==> src/rtl/l1buf_pkg.sv <==
// Shared types for the L1 hit buffer controller: read-engine states and pending-trigger entry.
// No logic; widths follow the default geometry used by every pixel readout.
package l1buf_pkg;

    localparam int ADDRWIDTH_DEF  = 7;
    localparam int TRIGDEPTH_DEF  = 4;
    localparam int EVCNTWIDTH_DEF = 12;

    typedef enum logic [1:0] {
        IDLE = 2'd0,
        RD   = 2'd1,
        CAP  = 2'd2,
        OUT  = 2'd3
    } rd_state_t;

    typedef struct packed {
        logic [ADDRWIDTH_DEF-1:0]  rdAddr;
        logic [EVCNTWIDTH_DEF-1:0] evCnt;
    } trig_entry_t;

endpackage

==> src/rtl/l1_hit_buffer_ctrl_if.sv <==
// Buffer-side SRAM controls plus the downstream valid/ready word; master = controller,
// slave = hit SRAM and downstream consumer.
interface l1_hit_buffer_ctrl_if #(
    parameter int ADDRWIDTH  = l1buf_pkg::ADDRWIDTH_DEF,
    parameter int EVCNTWIDTH = l1buf_pkg::EVCNTWIDTH_DEF
) ();

    logic                  wren;
    logic                  rden;
    logic [ADDRWIDTH-1:0]  wrAddr;
    logic [ADDRWIDTH-1:0]  rdAddr;
    logic                  memHit;
    logic                  memE1A;
    logic                  memE2A;
    logic                  outValid;
    logic                  outReady;
    logic                  outHit;
    logic                  outE1A;
    logic                  outE2A;
    logic [EVCNTWIDTH-1:0] outEvCnt;

    modport master (
        output wren, rden, wrAddr, rdAddr,
        output outValid, outHit, outE1A, outE2A, outEvCnt,
        input  memHit, memE1A, memE2A, outReady
    );

    modport slave (
        input  wren, rden, wrAddr, rdAddr,
        input  outValid, outHit, outE1A, outE2A, outEvCnt,
        output memHit, memE1A, memE2A, outReady
    );

endinterface

==> src/rtl/l1_hit_buffer_ctrl_trig_fifo.sv <==
// Pending-trigger FIFO: head is combinational, push visible on the next cycle.
// No internal backpressure; the caller must not push when full unless popping in the same cycle.
module trig_fifo #(
    parameter int DEPTH = 4,
    parameter int WIDTH = 8,
    localparam int AW   = $clog2(DEPTH)
) (
    input  logic             clk,
    input  logic             reset,
    input  logic             push,
    input  logic [WIDTH-1:0] push_dat,
    input  logic             pop,
    output logic [WIDTH-1:0] pop_dat,
    output logic             full,
    output logic             empty,
    output logic [AW:0]      level
);

    logic [WIDTH-1:0] mem [DEPTH];
    logic [AW-1:0]    wr_ptr;
    logic [AW-1:0]    rd_ptr;
    logic [AW:0]      count;

    always_ff @(posedge clk) begin
        if (reset) begin
            wr_ptr <= '0;
            rd_ptr <= '0;
            count  <= '0;
        end else begin
            if (push) wr_ptr <= wr_ptr + 1'b1;
            if (pop)  rd_ptr <= rd_ptr + 1'b1;
            count <= count + (AW+1)'(push) - (AW+1)'(pop);
        end
    end

    // Storage needs no reset; validity is tracked entirely by count.
    always_ff @(posedge clk) begin
        if (push) mem[wr_ptr] <= push_dat;
    end

    assign pop_dat = mem[rd_ptr];
    assign full    = (count == (AW+1)'(DEPTH));
    assign empty   = (count == '0);
    assign level   = count;

endmodule

==> src/rtl/l1_hit_buffer_ctrl.sv <==
// Circular write pointer plus L1A-driven read engine for the per-pixel hit SRAM buffer.
// L1A to outValid is 3 cycles when idle; outputs hold while outReady is low, triggers queue up to TRIGDEPTH.
module l1_hit_buffer_ctrl
    import l1buf_pkg::*;
#(
    parameter int ADDRWIDTH  = ADDRWIDTH_DEF,
    parameter int TRIGDEPTH  = TRIGDEPTH_DEF,
    parameter int EVCNTWIDTH = EVCNTWIDTH_DEF
) (
    input  logic                         clk,
    input  logic                         reset,
    input  logic                         dis,
    input  logic                         L1A,
    input  logic [ADDRWIDTH-1:0]         latency,
    l1_hit_buffer_ctrl_if.master         bus,
    output logic                         trigOverflow,
    output logic [$clog2(TRIGDEPTH):0]   fifoLevel
);

    rd_state_t             state;
    rd_state_t             state_nxt;
    logic [EVCNTWIDTH-1:0] ev_cnt;
    logic [EVCNTWIDTH-1:0] rd_evcnt;
    logic                  trig_vld;
    logic                  push;
    logic                  pop;
    logic                  fifo_full;
    logic                  fifo_empty;
    trig_entry_t           push_dat;
    trig_entry_t           head_dat;

    assign trig_vld = L1A & ~dis;
    // A full FIFO still takes the trigger when the head leaves in the same cycle.
    assign push     = trig_vld & (~fifo_full | pop);

    always_comb begin
        push_dat        = '0;
        push_dat.rdAddr = bus.wrAddr - latency;
        push_dat.evCnt  = ev_cnt;
    end

    trig_fifo #(
        .DEPTH (TRIGDEPTH),
        .WIDTH ($bits(trig_entry_t))
    ) u_trig_fifo (
        .clk      (clk),
        .reset    (reset),
        .push     (push),
        .push_dat (push_dat),
        .pop      (pop),
        .pop_dat  (head_dat),
        .full     (fifo_full),
        .empty    (fifo_empty),
        .level    (fifoLevel)
    );

    always_ff @(posedge clk) begin
        if (reset) begin
            bus.wren     <= 1'b0;
            bus.wrAddr   <= '0;
            ev_cnt       <= '0;
            trigOverflow <= 1'b0;
        end else begin
            bus.wren <= ~dis;
            if (!dis)              bus.wrAddr   <= bus.wrAddr + 1'b1;
            // Counting dropped triggers leaves a visible gap in delivered event numbers.
            if (trig_vld)          ev_cnt       <= ev_cnt + 1'b1;
            if (trig_vld && !push) trigOverflow <= 1'b1;
        end
    end

    always_ff @(posedge clk) begin
        if (reset) state <= IDLE;
        else       state <= state_nxt;
    end

    always_comb begin
        state_nxt = state;
        pop       = 1'b0;
        case (state)
            IDLE: begin
                if (!dis && !fifo_empty) begin
                    pop       = 1'b1;
                    state_nxt = RD;
                end
            end
            RD:  state_nxt = CAP;
            CAP: state_nxt = OUT;
            OUT: begin
                if (bus.outReady) begin
                    if (!dis && !fifo_empty) begin
                        pop       = 1'b1;
                        state_nxt = RD;
                    end else begin
                        state_nxt = IDLE;
                    end
                end
            end
            default: state_nxt = IDLE;
        endcase
    end

    always_ff @(posedge clk) begin
        if (reset) begin
            bus.rden     <= 1'b0;
            bus.rdAddr   <= '0;
            rd_evcnt     <= '0;
            bus.outHit   <= 1'b0;
            bus.outE1A   <= 1'b0;
            bus.outE2A   <= 1'b0;
            bus.outEvCnt <= '0;
        end else begin
            bus.rden <= pop;
            if (pop) begin
                bus.rdAddr <= head_dat.rdAddr;
                rd_evcnt   <= head_dat.evCnt;
            end
            if (state == CAP) begin
                bus.outHit   <= bus.memHit;
                bus.outE1A   <= bus.memE1A;
                bus.outE2A   <= bus.memE2A;
                bus.outEvCnt <= rd_evcnt;
            end
        end
    end

    assign bus.outValid = (state == OUT);

endmodule

==> src/flat_wrapper.sv <==
// flat-port wrapper written by rule: the top's interface ports become plain ports
module l1_hit_buffer_ctrl_flat import l1buf_pkg::*;
#(
    parameter int ADDRWIDTH  = ADDRWIDTH_DEF,
    parameter int TRIGDEPTH  = TRIGDEPTH_DEF,
    parameter int EVCNTWIDTH = EVCNTWIDTH_DEF
)
  (clk, reset, dis, L1A, latency, trigOverflow, fifoLevel, bus_wren, bus_rden, bus_wrAddr, bus_rdAddr, bus_outValid, bus_outHit, bus_outE1A, bus_outE2A, bus_outEvCnt, bus_memHit, bus_memE1A, bus_memE2A, bus_outReady);
  l1_hit_buffer_ctrl_if #(.ADDRWIDTH(ADDRWIDTH), .EVCNTWIDTH(EVCNTWIDTH)) bus_i ();
  input  logic clk;
  input  logic reset;
  input  logic dis;
  input  logic L1A;
  input  logic [ADDRWIDTH-1:0] latency;
  output logic trigOverflow;
  output logic [$clog2(TRIGDEPTH):0] fifoLevel;
  output wire logic [$bits(bus_i.wren)-1:0] bus_wren;
  output wire logic [$bits(bus_i.rden)-1:0] bus_rden;
  output wire logic [$bits(bus_i.wrAddr)-1:0] bus_wrAddr;
  output wire logic [$bits(bus_i.rdAddr)-1:0] bus_rdAddr;
  output wire logic [$bits(bus_i.outValid)-1:0] bus_outValid;
  output wire logic [$bits(bus_i.outHit)-1:0] bus_outHit;
  output wire logic [$bits(bus_i.outE1A)-1:0] bus_outE1A;
  output wire logic [$bits(bus_i.outE2A)-1:0] bus_outE2A;
  output wire logic [$bits(bus_i.outEvCnt)-1:0] bus_outEvCnt;
  input wire logic [$bits(bus_i.memHit)-1:0] bus_memHit;
  input wire logic [$bits(bus_i.memE1A)-1:0] bus_memE1A;
  input wire logic [$bits(bus_i.memE2A)-1:0] bus_memE2A;
  input wire logic [$bits(bus_i.outReady)-1:0] bus_outReady;
  assign bus_wren = bus_i.wren;
  assign bus_rden = bus_i.rden;
  assign bus_wrAddr = bus_i.wrAddr;
  assign bus_rdAddr = bus_i.rdAddr;
  assign bus_outValid = bus_i.outValid;
  assign bus_outHit = bus_i.outHit;
  assign bus_outE1A = bus_i.outE1A;
  assign bus_outE2A = bus_i.outE2A;
  assign bus_outEvCnt = bus_i.outEvCnt;
  assign bus_i.memHit = bus_memHit;
  assign bus_i.memE1A = bus_memE1A;
  assign bus_i.memE2A = bus_memE2A;
  assign bus_i.outReady = bus_outReady;
  l1_hit_buffer_ctrl #(.ADDRWIDTH(ADDRWIDTH), .TRIGDEPTH(TRIGDEPTH), .EVCNTWIDTH(EVCNTWIDTH)) u_core (.clk(clk), .reset(reset), .dis(dis), .L1A(L1A), .latency(latency), .bus(bus_i), .trigOverflow(trigOverflow), .fifoLevel(fifoLevel));
endmodule
==> config.mk <==
export PLATFORM = sky130hd
export DESIGN_NAME = l1_hit_buffer_ctrl_flat
export DESIGN_NICKNAME = d
export VERILOG_FILES = /design/src/rtl/l1buf_pkg.sv /design/src/rtl/l1_hit_buffer_ctrl_if.sv /design/src/rtl/l1_hit_buffer_ctrl_trig_fifo.sv /design/src/rtl/l1_hit_buffer_ctrl.sv /design/src/flat_wrapper.sv
export SDC_FILE = /design/constraint.sdc
export NUM_CORES = 1
export LEC_CHECK = 0
export BUFFER_PORTS_ARGS = -buffer_cell sky130_fd_sc_hd__buf_2
export CORE_ASPECT_RATIO = 1.2
export CORE_UTILIZATION = 45
export DETAILED_ROUTE_END_ITERATION = 10
export PLACE_DENSITY = 0.64
export SLEW_MARGIN = 20
export SYNTH_ARGS = -nofsm -noshare
export SYNTH_HDL_FRONTEND = slang
export SYNTH_SLANG_ARGS = --single-unit
==> constraint.sdc <==
create_clock -name clk -period 3.8 [get_ports clk]
set_input_delay 0.95 -clock clk [delete_from_list [all_inputs] [get_ports clk]]
set_output_delay 0.95 -clock clk [all_outputs]
set_load 0.01 [all_outputs]
== Word level (Yosys, flattened, before mapping) ==
Memory sizes are Yosys's and may differ from the RTL's. A register that Yosys moved wholly into a read port is not among the register bits.
Cells that the tools add are included.
Storage, ports and cells
  register bits: 46
  bits in writable memories: 76
  input bits: 15
  output and inout port bits: 36
  word-level logic and storage cells: 49
  memories kept: 1
Memories
  u_core.u_trig_fifo.mem: depth 4, bits a word 19, rd ports 1, clocked after memory_dff 1, wr ports 1, RTL line l1_hit_buffer_ctrl_trig_fifo.sv:19  | logic [WIDTH-1:0] mem [DEPTH];
Cells by class
  add/sub/neg operators: 7
  equal/unequal tests: 6
  mux-type cells: 9
  bitwise operators: 5
  reductions and logical operators: 8
Operators by type and width (count)
  adder 12 x 1 -> 12 bit (second input constant): 1
  one-hot mux 2 bit (4 select lines): 1
  adder 7 x 1 -> 7 bit (second input constant): 1
  subtractor 7 bit: 1
  two-way mux 1 bit: 5
  adder 2 x 1 -> 2 bit (second input constant): 2
  equality test 2 bit (second input constant): 2
  two-way mux 2 bit: 2
  inequality test 2 x 1 -> 1 bit (second input constant): 2
  adder 3 x 1 -> 3 bit: 1
  equality test 3 bit (second input constant): 1
  zero test 1 bit: 3
  zero test 3 bit: 1
  subtractor 3 x 1 -> 3 bit: 1
  bitwise AND 1 bit: 2
  equality test 2 x 1 -> 1 bit (second input constant): 1
  logical AND 1 bit: 2
  zero test 2 bit: 1
  inverter 1 bit: 2
  one-hot mux 1 bit (2 select lines): 1
  AND reduction 2 bit: 1
  OR 1 bit: 1

== Logic depth before layout (Yosys ltp) ==
Gate-level depths: netlist (run 1).
  depth in word-level cells: 10
  mapped depth: 14
  gate-level depth less buffers: 14

== Cells and area by module ==
Synthesis (run 1) repeated with hierarchy kept, for this count alone.
Second synthesis, totals
  cell total of the unflattened synthesis: 432
  area, all modules: 5835.6 um^2
By module, submodules not included
  trig_fifo: times used 1, cells an instance 141, area each 3224.3 um^2, seq. area each 2462.4 um^2
  l1_hit_buffer_ctrl: times used 1, cells an instance 291, area each 2611.3 um^2, seq. area each 1161.1 um^2

== Least setup slack after synthesis (run 1) ==
OpenSTA, ideal clock, no wires.
  path type: input port to flip-flop
  start: input dis
  end: register u_core.u_trig_fifo.count[2], in the netlist u_core.u_trig_fifo.level[2]
  library setup time: 128 ps
  arrival: 2891 ps
  required time: 3672 ps
  slack: 781 ps
  stages on the path: 11
  path buffers: 2
  cells stage by stage: buf_6 > nor4_4 > buf_6 > ha_1 > inv_1 > ha_1 > inv_1 > fa_1 > xor2_1 > xnor2_1 > nor2_1
On the way
  longest elaborated chain between the ends: 9
  elaborated cells on any way between the ends: 11
  classes of those cells: 2 x add/sub; 3 x mux; 4 x bitwise; 2 x reduce/logical
RTL lines
  from (decl): RTL line flat_wrapper.sv:12  | input logic dis;
  zero test 1 bit (*)
  logical AND 1 bit (*): RTL line l1_hit_buffer_ctrl.sv:82, l1_hit_buffer_ctrl.sv:91
  two-way mux 1 bit (*): RTL line l1_hit_buffer_ctrl.sv:82, l1_hit_buffer_ctrl.sv:91
  two-way mux 1 bit: RTL line l1_hit_buffer_ctrl.sv:90  | if (bus.outReady) begin
  one-hot mux 1 bit (2 select lines) (*): RTL line l1_hit_buffer_ctrl.sv:80  | case (state)
  net u_core.pop: RTL line l1_hit_buffer_ctrl.sv:26  | logic pop;
  OR 1 bit: RTL line l1_hit_buffer_ctrl.sv:34  | assign push = trig_vld & (~fifo_full | pop);
  bitwise AND 1 bit: RTL line l1_hit_buffer_ctrl.sv:34
  adder 3 x 1 -> 3 bit: RTL line l1_hit_buffer_ctrl_trig_fifo.sv:32  | count <= count + (AW+1)'(push) - (AW+1)'(pop);
  subtractor 3 x 1 -> 3 bit (*): RTL line l1_hit_buffer_ctrl_trig_fifo.sv:32
  to (signal assigned): RTL line l1_hit_buffer_ctrl_trig_fifo.sv:32
  to (decl): RTL line l1_hit_buffer_ctrl_trig_fifo.sv:22  | logic [AW:0] count;
Mark *: on every way through the listed nets, which the timed path passes. The rest lies on a longest branch.
A chain may end at the register's enable or synchronous reset.

== Final worst setup path (run 1) ==
  start: register u_core.state[1]
  end: register u_core.u_trig_fifo.count[2], in the netlist u_core.u_trig_fifo.level[2]
On the way
  longest elaborated chain between the ends: 6
  elaborated cells on any way between the ends: 7
  classes of those cells: 2 x add/sub; 1 x eq/ne; 1 x mux; 2 x bitwise; 1 x reduce/logical
RTL lines
  from (decl): RTL line l1_hit_buffer_ctrl.sv:20  | rd_state_t state;
  from (signal assigned): RTL line l1_hit_buffer_ctrl.sv:74  | else state <= state_nxt;
  equality test 2 bit / zero test 2 bit (equally long branches): RTL line l1_hit_buffer_ctrl.sv:80
  one-hot mux 1 bit (2 select lines) (*): RTL line l1_hit_buffer_ctrl.sv:80
  OR 1 bit: RTL line l1_hit_buffer_ctrl.sv:34
  bitwise AND 1 bit: RTL line l1_hit_buffer_ctrl.sv:34
  adder 3 x 1 -> 3 bit: RTL line l1_hit_buffer_ctrl_trig_fifo.sv:32
  subtractor 3 x 1 -> 3 bit (*): RTL line l1_hit_buffer_ctrl_trig_fifo.sv:32
Mark *: on every way between the ends. The rest lies on a longest branch, timed or not.

==> out/qor.json, run 1 <==
{
  "outcome": "complete, no violations",
  "cts_root_buffer": "clkbuf_16",
  "drt-pass1-iter-count": 4,
  "total_clock_buffers_created_by_cts": 17,
  "wire_per_inst_um": 16.2,
  "cts.reportedPaths.clkPinSlew_ns": 0.06,
  "drt-vias-per-instance": 5.19,
  "io_pins": 51,
  "die_area_mm2": 0.0132,
  "rsz0062_at_grt": "false",
  "timing.fmax_mhz": 351,
  "die_h_um": 126,
  "share_of_layout_cells_above_drive_strength_1": 0.241,
  "grt_first_pass_wirelength_um": 17100,
  "grt_max_degree": 35,
  "core_region_area_mm2": 0.0123,
  "min_period_ns": 2.85,
  "power.leakage_nw": 2.57,
  "path_common_cell": "inv_1",
  "postLayoutCellArea_mm2": 0.00685,
  "core.rowCount": 44,
  "ir_worst_vdd_mv": 0.289,
  "period_share": 0.750,
  "syn_nets": 446,
  "grt_usage": 0.172,
  "synth_compound_gate_area_share": 0.0288,
  "half_perimeter_wire_length_after_detailed_placement_um": 6420,
  "main_combinational_cell_family_by_area_after_synthesis": "multiplexers",
  "drc_viols": 0,
  "cts.hold.buffers_added": 0,
  "synth.ff_latch_count": 141,
  "place.gp.congestion": 0.803,
  "grt_pass1_vias": 3390,
  "grt_remaining_overflow": 0,
  "post_synth_fa_ha_maj_area_fraction": 0.0462,
  "crit_arrival_ns": 3.12,
  "ys_types": 45,
  "power.density_cell_area_mw_per_mm2": 672,
  "drv_cap": 0,
  "io_buffer_count": 50,
  "crit_path_top_delay_cell": "dfxtp_1",
  "buffers_inserted_by_post_cts_timing_repair": 0,
  "floorplan.initialDensity": 0.468,
  "antenna_found_initial": 0,
  "cts_tree": "done",
  "timing.critical_path.from_type": "flop",
  "largest_delay_share_family_worst_path": "adder cells",
  "routed-via-count": 3338,
  "timing.critical_path.to_type": "flop",
  "required_time_of_the_critical_path_ns": 4.07,
  "synthXorXnorAreaFrac": 0.0305,
  "finalNetCount": 504,
  "final_hold_viol_count": 0,
  "critical_path.cell_chain": "inv_1 > ha_1 > o211ai_1 > and2_1 > inv_1 > ha_1 > inv_1 > ha_1 > inv_1 > fa_1 > xor2_1 > xnor2_1 > nor2_1",
  "path_max_fanout": 7,
  "synth_area_per_cell_um2": 14.0,
  "synth_top_cell_area_share": 0.397,
  "critical_path.max_stage_delay_ns": 0.40,
  "setup.worst_path.class": "flop to flop",
  "p_total_mw": 4.60,
  "htreeDepth": 4,
  "drt_antenna_net_count": 0,
  "placed_cell_area_mm2": 0.00615,
  "tritoncts_num_sinks": 141,
  "setup-tns-final_ns": 0,
  "synth-edff-count": 76,
  "diodes_inserted": 0,
  "yosysSeqAreaShare": 0.624,
  "synth_async_sr_flop_share": 0,
  "critPathBufInv": 4,
  "predominant_post_synthesis_flop_cell": "edfxtp_1",
  "clock_latency_ns": 0.41,
  "fin_skew_ns": 0.00466,
  "post_synthesis_mux_area_share": 0.141,
  "clk_path_buf_depth": 2,
  "worst_slew_pin_slew_ns": 1.12,
  "timing.final.setup_violations": 0,
  "max_slew_margin": 0.252,
  "syn_to_final_growth_pct": 19.2,
  "synth-warning-count": 0,
  "drt-total-wl_um": 10400,
  "synthCells": 411,
  "fillers": 969,
  "post_cts_resized": 0,
  "finalMaxSlewViolations": 0,
  "fp.dieW_um": 105,
  "worstHoldPathType": "flop to flop",
  "yosys.area_share.simple": 0.0985,
  "synthDominantAreaCellType": "edfxtp_1",
  "synth.top_cells.by_area": "edfxtp_1 40%, dfxtp_1 23%, mux4_2 7.4%, mux2i_1 6.4%, ha_1 3.9%",
  "drt-initial-drc-count": 159,
  "final_worst_hold_slack_ns": 0.444,
  "post_synth_design_cell_area_mm2": 0.00574
}
[path summary, 6_finish.rpt]
path / depth (start not counted) / to / from / slack [ns]
hold / removal: 2 / u_core.trigOverflow$_SDFFE_PP0P_ / u_core.trigOverflow$_SDFFE_PP0P_ / 0.44
setup reg to reg: 13 / u_core.u_trig_fifo.level[2]$_SDFF_PP0_ / u_core.state[1]$_SDFFE_PP0P_ / 0.95
setup / recovery: 13 / u_core.u_trig_fifo.level[2]$_SDFF_PP0_ / u_core.state[1]$_SDFFE_PP0P_ / 0.95
hold reg to reg: 2 / u_core.trigOverflow$_SDFFE_PP0P_ / u_core.trigOverflow$_SDFFE_PP0P_ / 0.44
[report_power, final]
part | switching [mW] | internal, mW
combinational | 0.376 | 0.411
clock | 0.595 | 1.33
sequential | 0.147 | 1.74
total | 1.12 | 3.48
[Yosys cell counts, drive strengths merged (5+ instances only)]
library cell  count
clkbuf            8
edfxtp           76
buf              11
mux4             19
nand4             5
nand3             7
inv              20
and3              5
mux2i            37
nor2             61
dfxtp            65
nor2b             5
xor2             13
a21oi             9
ha               18
xnor2             7
[registers in the layout (all words and copies together) (netlist names), 2 cells and up]
name                       count
u_core.ev_cnt                 12
u_core.u_trig_fifo.wr_ptr      2
u_core.state                   2
u_core.bus.wrAddr              7
u_core.u_trig_fifo.mem        76
u_core.bus.outEvCnt           12
u_core.bus.rdAddr              7
u_core.rd_evcnt               12
u_core.u_trig_fifo.level       3
u_core.u_trig_fifo.rd_ptr      2
[layout make-up]
type	count	area, um2	area share
clock buffer	20	457	0.0667
clock inverter	12	239	0.0349
sequential	141	3580	0.523
timing repair buffer	58	310	0.0453
tap	161	201	0.0294
inverter	20	75.1	0.0110
multi-input combinational	231	1980	0.289
[tightest hold or removal path, delay by kind of cell, from the launching register on]
kind | cells | cell delay, ns
buf+inv | 1 | 0.05
flops | 1 | 0.30
compound gates | 1 | 0.05
[placed cells by master, fill, tap and decap left out, drive strengths merged, types with 7 or more instances in the layout]
cell type	count
nand3	7
dfxtp	65
xnor2	7
xor2	13
bufinv	7
edfxtp	76
buf	58
mux4	19
inv	20
ha	18
clkbuf	20
mux2i	37
a21oi	9
nor2	61
[routing by layer]
layer / global-route usage / part of all wire / vias up / routed length, um
li1: - / - / 1603 / -
met1: 0.212 / 0.45 / 1641 / 4710
met2: 0.286 / 0.49 / 72 / 5120
met3: 0.0399 / 0.034 / 22 / 358
met4: 0.0870 / 0.022 / 0 / 227
met5: 0 / 0 / - / 0
[stage by stage]
step                setup WS (ns)  utilization  cells
finish                      0.950        0.558    643
global route                0.680        0.558    643
CTS                         0.934        0.558    643
detailed placement          0.618        0.501    611
global placement            0.689        0.501    611
floorplan                   0.781            -    411
[cell families (layout without fill, tap and decap cells)]
kind of cell             after synthesis  after routing
flip-flops                           141            141
AND/OR/NAND/NOR                      109            109
multiplexers                          57             57
buffers and inverters                 39            110
AO/OA/AOI/OAI                         25             25
adder cells (fa/ha/maj)               20             20
XOR/XNOR                              20             20
Note: power is estimated with default switching activity, not from simulation.
==> inputs of run 2 (changes only) <==
--- a/config.mk
+++ b/config.mk
@@ -9,7 +9,7 @@
 export CORE_ASPECT_RATIO = 1.2
 export CORE_UTILIZATION = 45
 export DETAILED_ROUTE_END_ITERATION = 10
-export PLACE_DENSITY = 0.64
+export PLACE_DENSITY = 0.66
 export SLEW_MARGIN = 20
 export SYNTH_ARGS = -nofsm -noshare
 export SYNTH_HDL_FRONTEND = slang
==> constraint.sdc (replaced) <==
create_clock -name clk -period 2.6 [get_ports clk]
set_input_delay 0.65 -clock clk [delete_from_list [all_inputs] [get_ports clk]]
set_output_delay 0.65 -clock clk [all_outputs]
set_load 0.01 [all_outputs]
==> out/qor.json, run 2 (same netlist as run 1, synthesis figures left out) <==
{
  "outcome": "complete, no violations",
  "syn_to_final_growth_pct": 19.6,
  "final_hold_viol_count": {"value": 0, "change": "unchanged"},
  "core.rowCount": {"value": 44, "change": "unchanged"},
  "diodes_inserted": {"value": 0, "change": "unchanged"},
  "grt_first_pass_wirelength": {"value": 17100, "unit": "um", "change": "+0.32%"},
  "grt_remaining_overflow": {"value": 0, "change": "unchanged"},
  "drt-total-wl": {"value": 10400, "unit": "um", "change": "+0.41%"},
  "grt_usage": {"value": 0.173, "change": "+0.000315"},
  "worst_case_reg_to_reg_path_depth": {"value": 14, "change": "+1"},
  "drt-initial-drc-count": {"value": 146, "change": "-8.2%"},
  "r2r_setup_slack": {"value": 0.16, "unit": "ns", "change": "-0.79 ns"},
  "setup-tns-final": {"value": 0, "unit": "ns", "change": "unchanged"},
  "io_buffer_count": {"value": 50, "change": "unchanged"},
  "power.switching": {"value": 1.68, "unit": "mW", "change": "+51%"},
  "drt-vias-per-instance": {"value": 5.16, "change": "-0.67%"},
  "setup.worst_path.class": "flop to flop",
  "min_period": {"value": 2.44, "unit": "ns", "change": "-0.412 ns"},
  "rsz0062_at_grt": "false",
  "ir_worst_vdd": {"value": 0.421, "unit": "mV", "change": "+46%"},
  "fp.dieW": {"value": 105, "unit": "um", "change": "unchanged"},
  "crit_arrival": {"value": 2.73, "unit": "ns", "change": "-0.39 ns"},
  "finalNetCount": {"value": 513, "change": "+1.8%"},
  "period_share": {"value": 0.938, "change": "+0.188"},
  "grt_max_degree": {"value": 31, "change": "-11%"},
  "timing.critical_path.from_type": "flop",
  "clk_path_buf_depth": {"value": 2, "change": "unchanged"},
  "holdCritStartpoint": "u_core.trigOverflow$_SDFFE_PP0P_",
  "fin_skew": {"value": 0.00973, "unit": "ns", "change": "+0.00507 ns"},
  "cts_tree": "done",
  "tritoncts_num_sinks": {"value": 141, "change": "unchanged"},
  "worst_hold_path.num_cells": {"value": 2, "change": "unchanged"},
  "intPower": {"value": 4.77, "unit": "mW", "change": "+37%"},
  "max_slew_margin": {"value": 0.643, "change": "+0.391"},
  "final_worst_hold_slack": {"value": 0.447, "unit": "ns", "change": "+0.00305 ns"},
  "cts.hold.buffers_added": {"value": 0, "change": "unchanged"},
  "crit-reg2reg-launch": "u_core.state[1]$_SDFFE_PP0P_",
  "place.gp.congestion": {"value": 0.762, "change": "-5.2%"},
  "die_h": {"value": 126, "unit": "um", "change": "unchanged"},
  "drc_viols": {"value": 0, "change": "unchanged"},
  "htreeDepth": {"value": 4, "change": "unchanged"},
  "share_of_layout_cells_above_drive_strength_1": {"value": 0.269, "change": "+0.0282"},
  "netSwitchingFraction": {"value": 0.261, "change": "+0.0180"},
  "routed-via-count": {"value": 3362, "change": "+0.72%"},
  "io_pins": {"value": 51, "change": "unchanged"},
  "total_clock_buffers_created_by_cts": {"value": 17, "change": "unchanged"},
  "power.share.combinational": {"value": 0.209, "change": "+0.038"},
  "min_delay_worst_endpoint": "u_core.trigOverflow$_SDFFE_PP0P_",
  "mostFrequentLayoutCells": "76 x edfxtp_1, 64 x dfxtp_1, 60 x nor2_1",
  "mostFrequentLayoutCell": "edfxtp_1",
  "core_region_area": {"value": 0.0123, "unit": "mm2", "change": "unchanged"},
  "timing.final.setup_violations": {"value": 0, "change": "unchanged"},
  "finalMaxSlewViolations": {"value": 0, "change": "unchanged"},
  "utilization": {"value": 0.559, "change": "+0.00163"},
  "cts_root_buffer": "clkbuf_16",
  "cts.reportedPaths.clkPinSlew": {"value": 0.06, "unit": "ns", "change": "about the same"},
  "clock_latency": {"value": 0.41, "unit": "ns", "change": "about the same"},
  "timing.critical_path.to_type": "flop",
  "largest_register_ff_count": {"value": 76, "change": "unchanged"},
  "worstHoldPathType": "flop to flop",
  "antenna_found_initial": {"value": 0, "change": "unchanged"},
  "p_total": {"value": 6.45, "unit": "mW", "change": "+40%"},
  "drv_cap": {"value": 0, "change": "unchanged"},
  "drt_antenna_net_count": {"value": 0, "change": "unchanged"},
  "power.density_cell_area": {"value": 939, "unit": "mW/mm2", "change": "+40%"},
  "rr_endpoint": "u_core.u_trig_fifo.level[2]$_SDFF_PP0_",
  "required_time_of_the_critical_path": {"value": 2.89, "unit": "ns", "change": "-1.18 ns"},
  "power_frac_clock": {"value": 0.378, "change": "-0.040"},
  "worst_slew_pin_slew": {"value": 0.531, "unit": "ns", "change": "-0.589 ns"},
  "wire_per_inst": {"value": 16.0, "unit": "um", "change": "-0.97%"},
  "grt_pass1_vias": {"value": 3370, "change": "-0.59%"},
  "largest_register": "u_core.u_trig_fifo.mem",
  "power.leakage": {"value": 2.57, "unit": "nW", "change": "about the same"},
  "path_max_fanout": {"value": 5, "change": "-2"},
  "drt-pass1-iter-count": {"value": 4, "change": "unchanged"},
  "floorplan.initialDensity": {"value": 0.468, "change": "unchanged"},
  "die_area": {"value": 0.0132, "unit": "mm2", "change": "unchanged"},
  "timing.fmax": {"value": 410, "unit": "MHz", "change": "+17%"},
  "half_perimeter_wire_length_after_detailed_placement": {"value": 6740, "unit": "um", "change": "+4.8%"},
  "share_seq_of_total_power": {"value": 0.413, "change": "+0.002"}
}
run 2: power by group through the flow:
stage	sequential, mW	clock [mW]	combinational, mW
after floorplan	2.73	0	1.02
after global placement	2.70	0	1.32
after detailed placement	2.71	0	1.36
after CTS	2.67	2.48	1.37
after global routing	2.69	2.58	1.50
final	2.67	2.44	1.35
run 2: repair_timing:
action / CTS / global route
endpoints found under the setup margin: 0 / 1
gates resized for setup: 0 / 2
buffers inserted: 0 / 0
run 2: area by class of cell:
| cell class | count | area, um2 |
|---|---|---|
| repair buffers | 67 | 378 |
| inverters | 20 | 75.1 |
| clock inverters | 8 | 105 |
| multi-input cells | 231 | 2020 |
| fillers | 999 | 5410 |
| flip-flops and latches | 141 | 3580 |
| well taps | 161 | 201 |
| clock buffers | 24 | 503 |
run 2: per-layer routing:
layer | share of wire | vias to the layer above | track usage
met2 | 0.50 | 73 | 0.282
met1 | 0.45 | 1659 | 0.214
met5 | 0 | - | 0
met4 | 0.0065 | 0 | 0.0771
li1 | - | 1626 | -
met3 | 0.042 | 4 | 0.0481
run 2: worst max path at each step:
stage,cells past startpoint,start,slack [ns],to
2_1_floorplan,11,dis,-0.05,u_core.u_trig_fifo.level[2]$_SDFF_PP0_
3_3_place_gp,13,bus_outReady,0.05,u_core.u_trig_fifo.level[2]$_SDFF_PP0_
3_5_place_dp,13,bus_outReady,0.02,u_core.u_trig_fifo.level[2]$_SDFF_PP0_
4_1_cts,14,u_core.state[1]$_SDFFE_PP0P_,0.09,u_core.u_trig_fifo.level[2]$_SDFF_PP0_
5_1_grt,14,u_core.state[1]$_SDFFE_PP0P_,0.02,u_core.u_trig_fifo.level[2]$_SDFF_PP0_
6_report,14,u_core.state[1]$_SDFFE_PP0P_,0.16,u_core.u_trig_fifo.level[2]$_SDFF_PP0_
run 2: per-stage QoR:
| stage | worst slack (ns) | instance area, um2 | cells |
|---|---|---|---|
| floorplan | -0.0523 | 5790 | 411 |
| CTS | 0.0910 | 6870 | 652 |
| finish | 0.162 | 6870 | 652 |
| global route | 0.0217 | 6870 | 652 |
| detailed placement | 0.0158 | 6260 | 620 |
| global placement | 0.0479 | 6260 | 620 |
run 2: critical path, stage by stage (launching register included):
cell and delay, ns:
dfxtp_2 0.36, inv_1 0.09, ha_4 0.17, a21oi_1 0.18, o211ai_1 0.13, and2_1 0.19, inv_1 0.09, ha_4 0.21
inv_2 0.06, ha_4 0.11, inv_2 0.03, fa_2 0.34, xor2_1 0.15, xnor2_1 0.16, nor2_1 0.05
